[config.mk]
export PLATFORM = sky130hd
export DESIGN_NAME = tx_packet_arbiter
export DESIGN_NICKNAME = d
export VERILOG_FILES = /design/src/rtl/tx_packet_arbiter.sv
export SDC_FILE = /design/constraint.sdc
export NUM_CORES = 1
export LEC_CHECK = 0
export ABC_AREA = 1
export CORE_MARGIN = 2
export CORE_UTILIZATION = 50
export CTS_CLUSTER_DIAMETER = 120
export DETAILED_ROUTE_END_ITERATION = 8
export GPL_ROUTABILITY_DRIVEN = 0
export PLACE_DENSITY_LB_ADDON = 0.05
export REMOVE_ABC_BUFFERS = 1
export SYNTH_ARGS = -nofsm -noshare
export SYNTH_HDL_FRONTEND = slang
export SYNTH_SLANG_ARGS = --single-unit
[constraint.sdc]
create_clock -name clk -period 18.9 [get_ports clk]
set_input_delay 4.725 -clock clk [delete_from_list [all_inputs] [get_ports clk]]
set_output_delay 4.725 -clock clk [all_outputs]
set_load 0.1 [all_outputs]
[src/rtl/tx_packet_arbiter.sv]
// tx_packet_arbiter: shares one packet transmitter between two sources.
// Each source has a one-entry holding buffer. One tx_packet_wr pulse is
// issued per packet, and no new grant is made until tx_busy completes.
module tx_packet_arbiter #(
  parameter int unsigned DATA_BYTES = 16,
  parameter bit          FIXED_PRIO = 1'b0
) (
  input  logic                    clk,
  input  logic                    rst,
  input  logic                    req0_wr,
  input  logic [7:0]              req0_len,
  input  logic [8*DATA_BYTES-1:0] req0_data,
  output logic                    req0_busy,
  output logic                    req0_overflow,
  input  logic                    req1_wr,
  input  logic [7:0]              req1_len,
  input  logic [8*DATA_BYTES-1:0] req1_data,
  output logic                    req1_busy,
  output logic                    req1_overflow,
  input  logic                    tx_busy,
  output logic                    tx_packet_wr,
  output logic [7:0]              tx_payload_len,
  output logic [8*DATA_BYTES-1:0] tx_data,
  output logic                    tx_src
);

  localparam int unsigned DW = 8 * DATA_BYTES;

  localparam logic [1:0] S_IDLE  = 2'd0;
  localparam logic [1:0] S_DELAY = 2'd1;
  localparam logic [1:0] S_BUSY  = 2'd2;

  logic [1:0]    state_q, state_d;
  logic          rr_q, rr_d;
  logic [1:0]    full_q, full_d;
  logic [1:0]    ovf_q, ovf_d;
  logic [7:0]    len0_q, len0_d, len1_q, len1_d;
  logic [DW-1:0] data0_q, data0_d, data1_q, data1_d;
  logic          txwr_q, txwr_d;
  logic [7:0]    txlen_q, txlen_d;
  logic [DW-1:0] txdata_q, txdata_d;
  logic          txsrc_q, txsrc_d;
  logic          gnt;

  // Next state: holder capture/overflow, then arbitration and issue.
  always_comb begin
    state_d  = state_q;
    rr_d     = rr_q;
    full_d   = full_q;
    ovf_d    = ovf_q;
    len0_d   = len0_q;
    len1_d   = len1_q;
    data0_d  = data0_q;
    data1_d  = data1_q;
    txwr_d   = 1'b0;
    txlen_d  = 8'd0;
    txdata_d = '0;
    txsrc_d  = 1'b0;
    gnt      = 1'b0;

    // A write into a full holder is dropped, even in the cycle it is issued.
    if (req0_wr) begin
      if (full_q[0]) begin
        ovf_d[0] = 1'b1;
      end else begin
        full_d[0] = 1'b1;
        len0_d    = req0_len;
        data0_d   = req0_data;
      end
    end
    if (req1_wr) begin
      if (full_q[1]) begin
        ovf_d[1] = 1'b1;
      end else begin
        full_d[1] = 1'b1;
        len1_d    = req1_len;
        data1_d   = req1_data;
      end
    end

    case (state_q)
      S_IDLE: begin
        if ((|full_q) && !tx_busy) begin
          if (&full_q) begin
            gnt = FIXED_PRIO ? 1'b0 : rr_q;
          end else begin
            gnt = ~full_q[0];
          end
          txwr_d      = 1'b1;
          txlen_d     = gnt ? len1_q : len0_q;
          txdata_d    = gnt ? data1_q : data0_q;
          txsrc_d     = gnt;
          full_d[gnt] = 1'b0;
          rr_d        = ~gnt;
          state_d     = S_DELAY;
        end
      end
      S_DELAY: state_d = S_BUSY;
      S_BUSY: begin
        if (!tx_busy) state_d = S_IDLE;
      end
      default: state_d = S_IDLE;
    endcase
  end

  // State, holder and output registers.
  always_ff @(posedge clk or posedge rst) begin
    if (rst) begin
      state_q  <= S_IDLE;
      rr_q     <= 1'b0;
      full_q   <= 2'b00;
      ovf_q    <= 2'b00;
      len0_q   <= 8'd0;
      len1_q   <= 8'd0;
      data0_q  <= '0;
      data1_q  <= '0;
      txwr_q   <= 1'b0;
      txlen_q  <= 8'd0;
      txdata_q <= '0;
      txsrc_q  <= 1'b0;
    end else begin
      state_q  <= state_d;
      rr_q     <= rr_d;
      full_q   <= full_d;
      ovf_q    <= ovf_d;
      len0_q   <= len0_d;
      len1_q   <= len1_d;
      data0_q  <= data0_d;
      data1_q  <= data1_d;
      txwr_q   <= txwr_d;
      txlen_q  <= txlen_d;
      txdata_q <= txdata_d;
      txsrc_q  <= txsrc_d;
    end
  end

  assign req0_busy      = full_q[0];
  assign req1_busy      = full_q[1];
  assign req0_overflow  = ovf_q[0];
  assign req1_overflow  = ovf_q[1];
  assign tx_packet_wr   = txwr_q;
  assign tx_payload_len = txlen_q;
  assign tx_data        = txdata_q;
  assign tx_src         = txsrc_q;

endmodule

# Word level (Yosys, flattened, before mapping)
# Cells that the tools add are included.
dict set report word_totals {
  ff_bits 417
  in_bits 277
  output_inout_bits 142
  word_cells 58
}
dict set report classes {
  order_cmp 2
  eq_ne 4
  n_mux 22
  n_bitwise 5
  n_reduce_logical 12
}
# cell n
set ops {}
lappend ops {{$mux 128} 3}
lappend ops {{$mux 8} 3}
lappend ops {{$reduce_and 2->1} 7}
lappend ops {{$mux 1} 10}
lappend ops {{$mux 2} 4}
lappend ops {{$pmux 2 s3} 1}
lappend ops {{$ne 2x2->1 const B} 2}
lappend ops {{$not 1->1} 3}
lappend ops {{$and 2x2->2} 1}
lappend ops {{$eq 2x1->1 const B} 1}
lappend ops {{$eq 2x2->1 const B} 1}
lappend ops {{$logic_and 1x1->1} 2}
lappend ops {{$logic_not 2->1} 1}
lappend ops {{$lt 1x2->1 const B} 1}
lappend ops {{$not 2->2} 1}
lappend ops {{$reduce_or 2->1} 1}
lappend ops {{$demux 1 s1} 1}
lappend ops {{$ge 1x1->1 const B} 1}
lappend ops {{$logic_not 1->1} 1}

# Depth between registers and ports, before layout
# Gate-level depths: netlist of run 1.
dict set report logic_depth {
  depth_word 12
  depth_mapped 7
  depth_no_buf 5
}

# Least setup slack after synthesis of run 1
# Ideal clock, no wire load.
dict set report synth_timing {
  path_type {flip-flop to output port}
  from {reg full_q[1]}
  to {out req1_busy}
  t_arrival_ps 956
  required_time_ps 14175
  slack_ps 13219
  stages_incl_launch_ff 1
  n_path_buf 0
  cell_sequence {dfrtp_1}
}
# element line_no
set synth_lines {}
lappend synth_lines {{start, declared} 35} ;# logic [1:0] full_q, full_d;
lappend synth_lines {{start signal, assigned} 124} ;# full_q <= full_d;
lappend synth_lines {{end, declared} 18} ;# output logic req1_busy,
# No word-level cell between the ends.

# Worst setup path in the final report of run 1
dict set report layout_timing {
  from {reg full_q[0]}
  to {out req0_busy}
}
# element line_no
set layout_lines {}
lappend layout_lines {{end, declared} 13} ;# output logic req0_busy,
# No word-level cell between the ends.

==> results of run 1 <==
## routing by layer
| metal | share of wire (%) | vias to the layer above |
|---|---|---|
| met5 | 0.025 | - |
| met2 | 47 | 625 |
| met3 | 8.7 | 96 |
| li1 | - | 6862 |
| met1 | 41 | 7146 |
| met4 | 3.5 | 2 |
## how the worst max path moves through the flow
stage                     startpoint          end  depth (start not counted)
after floorplan                  rst   data0_q[0]                          1
after global placement           rst  data0_q[18]                          4
after detailed placement         rst  data1_q[40]                          4
after CTS                  full_q[0]    req0_busy                          1
after global routing       full_q[0]    req0_busy                          1
final                      full_q[0]    req0_busy                          1
## logic make-up (layout without fill, tap and decap cells)
group,count (synthesis),count (layout)
buf+inv,294,659
flops,417,417
other cells,0,11
compound gates,139,139
simple gates,1107,1107
## power groups by stage
stage          sequential [mW]  combinational (mW)  clock [mW]
3_3_place_gp              1.47                2.22           0
6_report                  1.47                2.26       0.862
3_5_place_dp              1.48                2.26           0
2_1_floorplan             2.33               0.797           0
4_1_cts                   1.47                2.27       0.873
5_1_grt                   1.51                2.42       0.914
## cell usage after synthesis (all sizes together)
library cell | number | area share, %
nor2 | 418 | 9.1
buf | 130 | 4.3
a21oi | 136 | 4.2
clkbuf | 21 | 0.46
nand2 | 279 | 6.1
a21o | 2 | 0.087
inv | 143 | 3.1
dfrtp | 417 | 61
nand3 | 410 | 12
o21a | 1 | 0.044
## metrics by stage
step	std cells	util [%]	hold WS (ps)	worst slack, ps
detailed placement	2689	63.2	446	11140
floorplan	1806	-	443	2570
global placement	2689	63.2	443	11200
finish	2781	67.6	457	11340
CTS	2770	67.6	460	11320
global route	2779	67.6	468	11260
## registers in the layout, indices dropped and copies added (netlist names)
signal          cells
tx_src              1
data0_q           128
ovf_q               2
len0_q              8
full_q              2
tx_packet_wr        1
tx_payload_len      8
tx_data           128
rr_q                1
data1_q           128
len1_q              8
state_q             2
## cell type report
type | count | area (sq um)
fillers | 2767 | 10900
flip-flops and latches | 417 | 10400
multi-input cells | 1246 | 5450
repair buffers | 435 | 4310
clock buffers | 75 | 1420
well taps | 448 | 561
inverters | 143 | 549
clock inverters | 6 | 40.0
diodes | 11 | 27.5
==> results.rst, run 1 <==
.. list-table::
   :header-rows: 1

   * - Metric
     - Value
   * - Area growth from synthesis to final layout
     - 32.5%
   * - Most frequent cells in the layout
     - clkdlybuf4s50_1 (417), nor2_1 (416), dfrtp_1 (416), nand3_1 (410), nand2_1 (276)
   * - Total I/O pin count
     - 419
   * - Cell breakdown of the critical path
     - clkdlybuf4s50_1
   * - Met1 routing resource usage after global routing
     - 39.3%
   * - Compound-cell area share of the yosys netlist
     - 4.30%
   * - CP max stage delay
     - about 1300 ps
   * - Clock tree root buffer cell
     - clkbuf_16
   * - P_leak
     - 11.2 nW
   * - # resized after CTS
     - 0
   * - Final setup fails
     - 0
   * - Most common cell after layout, fill and taps aside
     - clkdlybuf4s50_1
   * - Total clock buffers created by CTS
     - 45
   * - Power Internal
     - between 2 and 2.5 mW
   * - CTS tree
     - yes
   * - Post-CTS setup-driven buffer insertion count
     - 0
   * - Worst flop-to-flop path startpoint
     - full_q[0]
   * - Net count, final
     - about 2,600
   * - Die width
     - 190 um
   * - Number of buffers and inverters on the critical path
     - 1
   * - DPL Wire Length
     - 30.9 mm
   * - Grt peak-use layer
     - met2
   * - Count of cell types in the netlist
     - 15
   * - Die Ht
     - about 190 um
   * - Clock Skews
     - 9.40 ps
   * - Switching share of power
     - between 40 and 50%
   * - Period utilization
     - 40.0%
   * - Proportion of power drawn by combinational gates
     - 49.2%
   * - Crit path arrival time
     - around 2800 ps
   * - Total iterations of the first detailed-routing run
     - 5
   * - Maximum number of pins on one net before global-route repair
     - 140
   * - Terminus of the critical flop-to-flop path
     - tx_payload_len[6]
   * - R2R depth
     - 6
   * - Number of instances in the synthesized netlist
     - 1,957
   * - CP max FO
     - 71
   * - Maximum capacitance violations
     - 0
   * - Number of antenna violations at the first check in global routing
     - 12
   * - Kind of critical path
     - reg2out
   * - Row count
     - 67
   * - Fraction of the mapped netlist area in simple logic gates
     - 27.1%
   * - Number of antenna-violating nets in the routed design
     - 0
   * - Per-cell via count in the routed design
     - 5.30
   * - Mapped Avg Cell Area
     - around 9 sq um
   * - Startpoint of the lowest-slack hold path
     - ovf_q[1]
   * - Number of synthesis warnings
     - 0
   * - Area of the core region
     - 0.0337 sq mm
   * - Residual DRC
     - 0
   * - Hold-critical path depth
     - 1
   * - Clock transition at the register clock pins on the worst setup and hold paths after CTS
     - 50 ps
   * - H-tree level count
     - 2
   * - Post-layout min period
     - 7560 ps
   * - Via count of the first global-routing pass
     - 14,600
   * - Cell type of the slowest stage on the worst timing path
     - clkdlybuf4s50_1
   * - Final total power
     - between 4 and 5 mW
   * - Transition at the pin with the smallest max-transition slack
     - 1270 ps
   * - Total wire length after detailed routing
     - 51.7 mm
   * - Power density over cell area
     - 201 mW/mm^2
   * - Data required time at the worst endpoint
     - 14,180 ps
   * - Sinks on the clock net
     - 417
   * - Largest buffer count on any clock path
     - 3
   * - Sequential element share of the synthesized area
     - 60.6%
   * - Dominant combinational cell family by area after synthesis
     - simple AND/OR/NAND/NOR gates
   * - Max Freq
     - between 100 and 150 MHz
   * - Later-pin clock latency in the skew report
     - 540 ps
   * - Routed wire length per instance
     - ~19 um
   * - Drt initial violations
     - ~1,100
   * - Part of the power in the clock network
     - 18.8%
   * - Via count
     - 14,700
   * - Critical path startpoint category
     - register
   * - Final cell area excluding filler cells
     - about 0.023 sq mm
   * - Worst Hold Endpoint
     - ovf_q[1]
   * - Placed cell area
     - 0.0213 sq mm
   * - Xor-xnor portion of the synthesized cell area
     - 0%
   * - Setup TNS
     - 0 ps
   * - Critical path endpoint category
     - output pin
   * - Total Die Area
     - 0.0359 sq mm
   * - Fin. Hold Viols
     - 0
   * - Remaining Overflow, GRT
     - 0
   * - Result of the run
     - finished clean
   * - Met3 Track Usage GR
     - 6.54%
   * - Fraction of final layout cells with drive strength greater than 1
     - 4.48%
   * - GR Util All Layers
     - a little under 30%
   * - Headroom to the max-slew limit
     - 15.6%
   * - Worst ir drop on vdd
     - 0.000136 V
   * - Mux cell area share after synthesis
     - 0%
   * - Met2 capacity usage during global routing
     - a little under half
   * - Kind of cell with the highest combined delay on the critical path
     - buffers and inverters
   * - Effective utilization at floorplan
     - 51.1%
   * - Number of max-slew violations in the final report
     - 0
   * - Sequential share of power
     - approximately a third
   * - Register-to-register setup slack
     - 15,250 ps
   * - Post-Syn Area
     - 0.0172 sq mm
   * - Global-route wire length before repair
     - 80.9 mm
   * - Class of the most critical hold timing path
     - reg2reg
   * - Setup repair after global routing missed its margin
     - no
   * - Post-cts hold buffer count
     - 0
   * - Reported net switching power
     - 2.24 mW
   * - Buffers added on ports
     - 418
   * - Post-Synth Adder-Cell Area
     - 0%
   * - Flop and latch count out of synthesis
     - 417
No activity file was read; power rests on OpenSTA's default activity.
==> inputs of run 2 (changes only) <==
==> constraint.sdc (replaced) <==
create_clock -name clk -period 7 [get_ports clk]
set_input_delay 1.75 -clock clk [delete_from_list [all_inputs] [get_ports clk]]
set_output_delay 1.75 -clock clk [all_outputs]
set_load 0.1 [all_outputs]
==> run 2 against run 1 <==
Compared with the run above:
- total power increased to 2.7 times the previous value
- largest cell class unchanged
- global-route usage shrank 0.69 points
- critical path depth unchanged
- via count fell by 0.11%
- sequential share of layout area shrank 0.053 points
- die area did not move
- sequential power rose to 2.7 times the previous value
- clock power rose to 2.7 times the previous value
==> results.rst, run 2 (synthesis gave the netlist of run 1 again) <==
.. list-table::
   :header-rows: 1

   * - Metric
     - Value
   * - First element of the critical path
     - full_q[1] (was full_q[0])
   * - Fraction of final layout cells with drive strength greater than 1
     - 4.31% (was 4.48%)
   * - Effective utilization at floorplan
     - 51.1% (unchanged)
   * - Register-to-register setup slack
     - 3540 ps (was 15,250 ps)
   * - Number of antenna-violating nets in the routed design
     - 0 (unchanged)
   * - Via count
     - 14,700 (about the same)
   * - Count of non-filler cells in the finished layout
     - 2,779 (was 2,781)
   * - Kind of cell with the highest combined delay on the critical path
     - buffers and inverters (unchanged)
   * - Power Internal
     - 6.36 mW (was 2.35 mW)
   * - Setup repair after global routing missed its margin
     - no (unchanged)
   * - Die width
     - 190 um (unchanged)
   * - CP max FO
     - 6 (was 71)
   * - Met1 routing resource usage after global routing
     - 38.1% (was 39.3%)
   * - Total clock buffers created by CTS
     - 44 (was 45)
   * - CTS tree
     - yes (unchanged)
   * - Hold-critical path depth
     - 1 (unchanged)
   * - Post-layout min period
     - 3990 ps
   * - Worst ir drop on vdd
     - 0.000494 V (was 0.000136 V)
   * - Routed wire length per instance
     - 18.4 um (was 18.6 um)
   * - Worst flop-to-flop path startpoint
     - full_q[1] (was full_q[0])
   * - Final setup fails
     - 0 (unchanged)
   * - Per-cell via count in the routed design
     - 5.30 (about the same)
   * - Max Freq
     - roughly 250 MHz
   * - Die Ht
     - 190 um (unchanged)
   * - Headroom to the max-slew limit
     - 17.2% (was 15.6%)
   * - Residual DRC
     - 0 (unchanged)
   * - Global-route wire length before repair
     - 79.4 mm (was 80.9 mm)
   * - Buffers added on ports
     - 418 (unchanged)
   * - Switching share of power
     - 48.6% (was 48.8%)
   * - Terminus of the critical flop-to-flop path
     - tx_data[74] (was tx_payload_len[6])
   * - H-tree level count
     - 2 (unchanged)
   * - Sinks on the clock net
     - 417 (unchanged)
   * - Total iterations of the first detailed-routing run
     - 5 (unchanged)
   * - Transition at the pin with the smallest max-transition slack
     - 1240 ps (was 1270 ps)
   * - Number of max-slew violations in the final report
     - 0 (unchanged)
   * - Kind of critical path
     - reg2out (unchanged)
   * - Setup TNS
     - 0 ps (unchanged)
   * - DPL Wire Length
     - 30.3 mm (was 30.9 mm)
   * - Most common cell after layout, fill and taps aside
     - clkdlybuf4s50_1 (unchanged)
   * - Most frequent cells in the layout
     - clkdlybuf4s50_1 (417), nor2_1 (416), dfrtp_1 (416), nand3_1 (410), nand2_1 (276) (unchanged)
   * - Crit path arrival time
     - 2240 ps (was 2840 ps)
   * - Post-cts hold buffer count
     - 0 (unchanged)
   * - Result of the run
     - finished clean (unchanged)
   * - Largest buffer count on any clock path
     - 3 (unchanged)
   * - Critical path startpoint category
     - register (unchanged)
   * - P_leak
     - 11.2 nW (about the same)
   * - Proportion of power drawn by combinational gates
     - 49.5% (was 49.2%)
   * - Period utilization
     - approximately 57%
   * - Clock Skews
     - 15.7 ps (was 9.40 ps)
   * - Cell type of the slowest stage on the worst timing path
     - clkdlybuf4s50_1 (unchanged)
   * - Remaining Overflow, GRT
     - 0 (unchanged)
   * - Reported net switching power
     - 6.02 mW (was 2.24 mW)
   * - Sequential share of power
     - 31.7% (was 32.1%)
   * - Critical path endpoint category
     - output pin (unchanged)
   * - R2R depth
     - 6 (unchanged)
   * - Grt peak-use layer
     - met2 (unchanged)
   * - Area growth from synthesis to final layout
     - 32.6% (was 32.5%)
   * - GR Util All Layers
     - 28.1% (was 28.8%)
   * - Via count of the first global-routing pass
     - 14,500 (was 14,600)
   * - Number of buffers and inverters on the critical path
     - 1 (unchanged)
   * - Class of the most critical hold timing path
     - reg2reg (unchanged)
   * - Maximum capacitance violations
     - 0 (unchanged)
   * - # resized after CTS
     - 0 (unchanged)
   * - Total I/O pin count
     - 419 (unchanged)
   * - Met2 capacity usage during global routing
     - 44.2% (was 45.0%)
   * - Met3 Track Usage GR
     - 6.32% (was 6.54%)
   * - Finished Core Util
     - 67.7% (was 67.6%)
   * - Placed cell count
     - 2,689 (unchanged)
   * - Cell breakdown of the critical path
     - clkdlybuf4s50_1 (unchanged)
   * - Number of antenna violations at the first check in global routing
     - 17 (was 12)
   * - Worst Setup EP
     - req1_busy (was req0_busy)
   * - Data required time at the worst endpoint
     - 5250 ps (was 14,180 ps)
   * - Total wire length after detailed routing
     - 51.1 mm (was 51.7 mm)
   * - Clock transition at the register clock pins on the worst setup and hold paths after CTS
     - 60 ps (was 50 ps)
   * - Clock tree root buffer cell
     - clkbuf_16 (unchanged)
   * - Power density over cell area
     - 543 mW/mm^2 (was 201 mW/mm^2)
   * - Row count
     - 67 (unchanged)
   * - Net count, final
     - 2,564 (was 2,565)
   * - Later-pin clock latency in the skew report
     - 530 ps (was 540 ps)
   * - Cell depth of the worst setup path
     - 1 (unchanged)
   * - Area of the core region
     - 0.0337 sq mm (unchanged)
   * - CP max stage delay
     - 1200 ps (was 1280 ps)
   * - Total Die Area
     - 0.0359 sq mm (unchanged)
   * - Part of the power in the clock network
     - 18.7% (was 18.8%)
   * - Post-CTS setup-driven buffer insertion count
     - 0 (unchanged)
   * - Drt initial violations
     - 1,138 (was 1,064)
   * - Fin. Hold Viols
     - 0 (unchanged)
   * - Maximum number of pins on one net before global-route repair
     - 172 (was 140)
-- run 2: cell count changes in the layout (fill, tap and decap cells not counted), sizes merged --
cell	delta
diode	+1
clkinvlp	+1
inv	-1
clkbuf	-6
bufinv	+3
-- run 2: worst min path at each step --
stage                          start         end  slack [ps]
final                       ovf_q[0]    ovf_q[0]         460
after floorplan           data1_q[0]  data1_q[0]         440
after detailed placement    ovf_q[0]    ovf_q[0]         450
after global placement      ovf_q[0]    ovf_q[0]         440
after global routing        ovf_q[0]    ovf_q[0]         470
after CTS                   ovf_q[0]    ovf_q[0]         460
-- run 2: routing by layer --
layer	share of wire [%]	routed length [um]
met1	41	20800
met2	46	23700
met3	8.8	4490
met4	3.9	1980
met5	0.13	68
-- run 2: final cells by class --
type | instances | area (sq um)
Clock inverter | 9 | 129
Inverter | 143 | 549
Timing Repair Buffer | 435 | 4360
Antenna cell | 12 | 30.0
Multi-Input combinational cell | 1246 | 5450
Tap cell | 448 | 561
Clock buffer | 69 | 1310
Sequential cell | 417 | 10400
Fill cell | 2700 | 10900
-- run 2: power by group through the flow --
stage	registers (mW)	logic, mW	clock network [mW]
after floorplan	6.30	2.15	0
after global placement	3.94	6.04	0
final	3.93	6.13	2.32
after global routing	4.03	6.56	2.45
after CTS	3.93	6.15	2.35
after detailed placement	3.95	6.14	0
-- run 2: metrics by stage --
step | setup WS [ps] | power (mW) | instance area (sq um) | hold slack (ps)
after floorplan | -6360 | 8.45 | 16400 | 443
after global placement | 3190 | 9.98 | 21400 | 441
after detailed placement | 3160 | 10.1 | 21400 | 448
after CTS | 2990 | 12.4 | 22800 | 461
after global routing | 2950 | 13.0 | 22800 | 475
final | 3010 | 12.4 | 22800 | 458
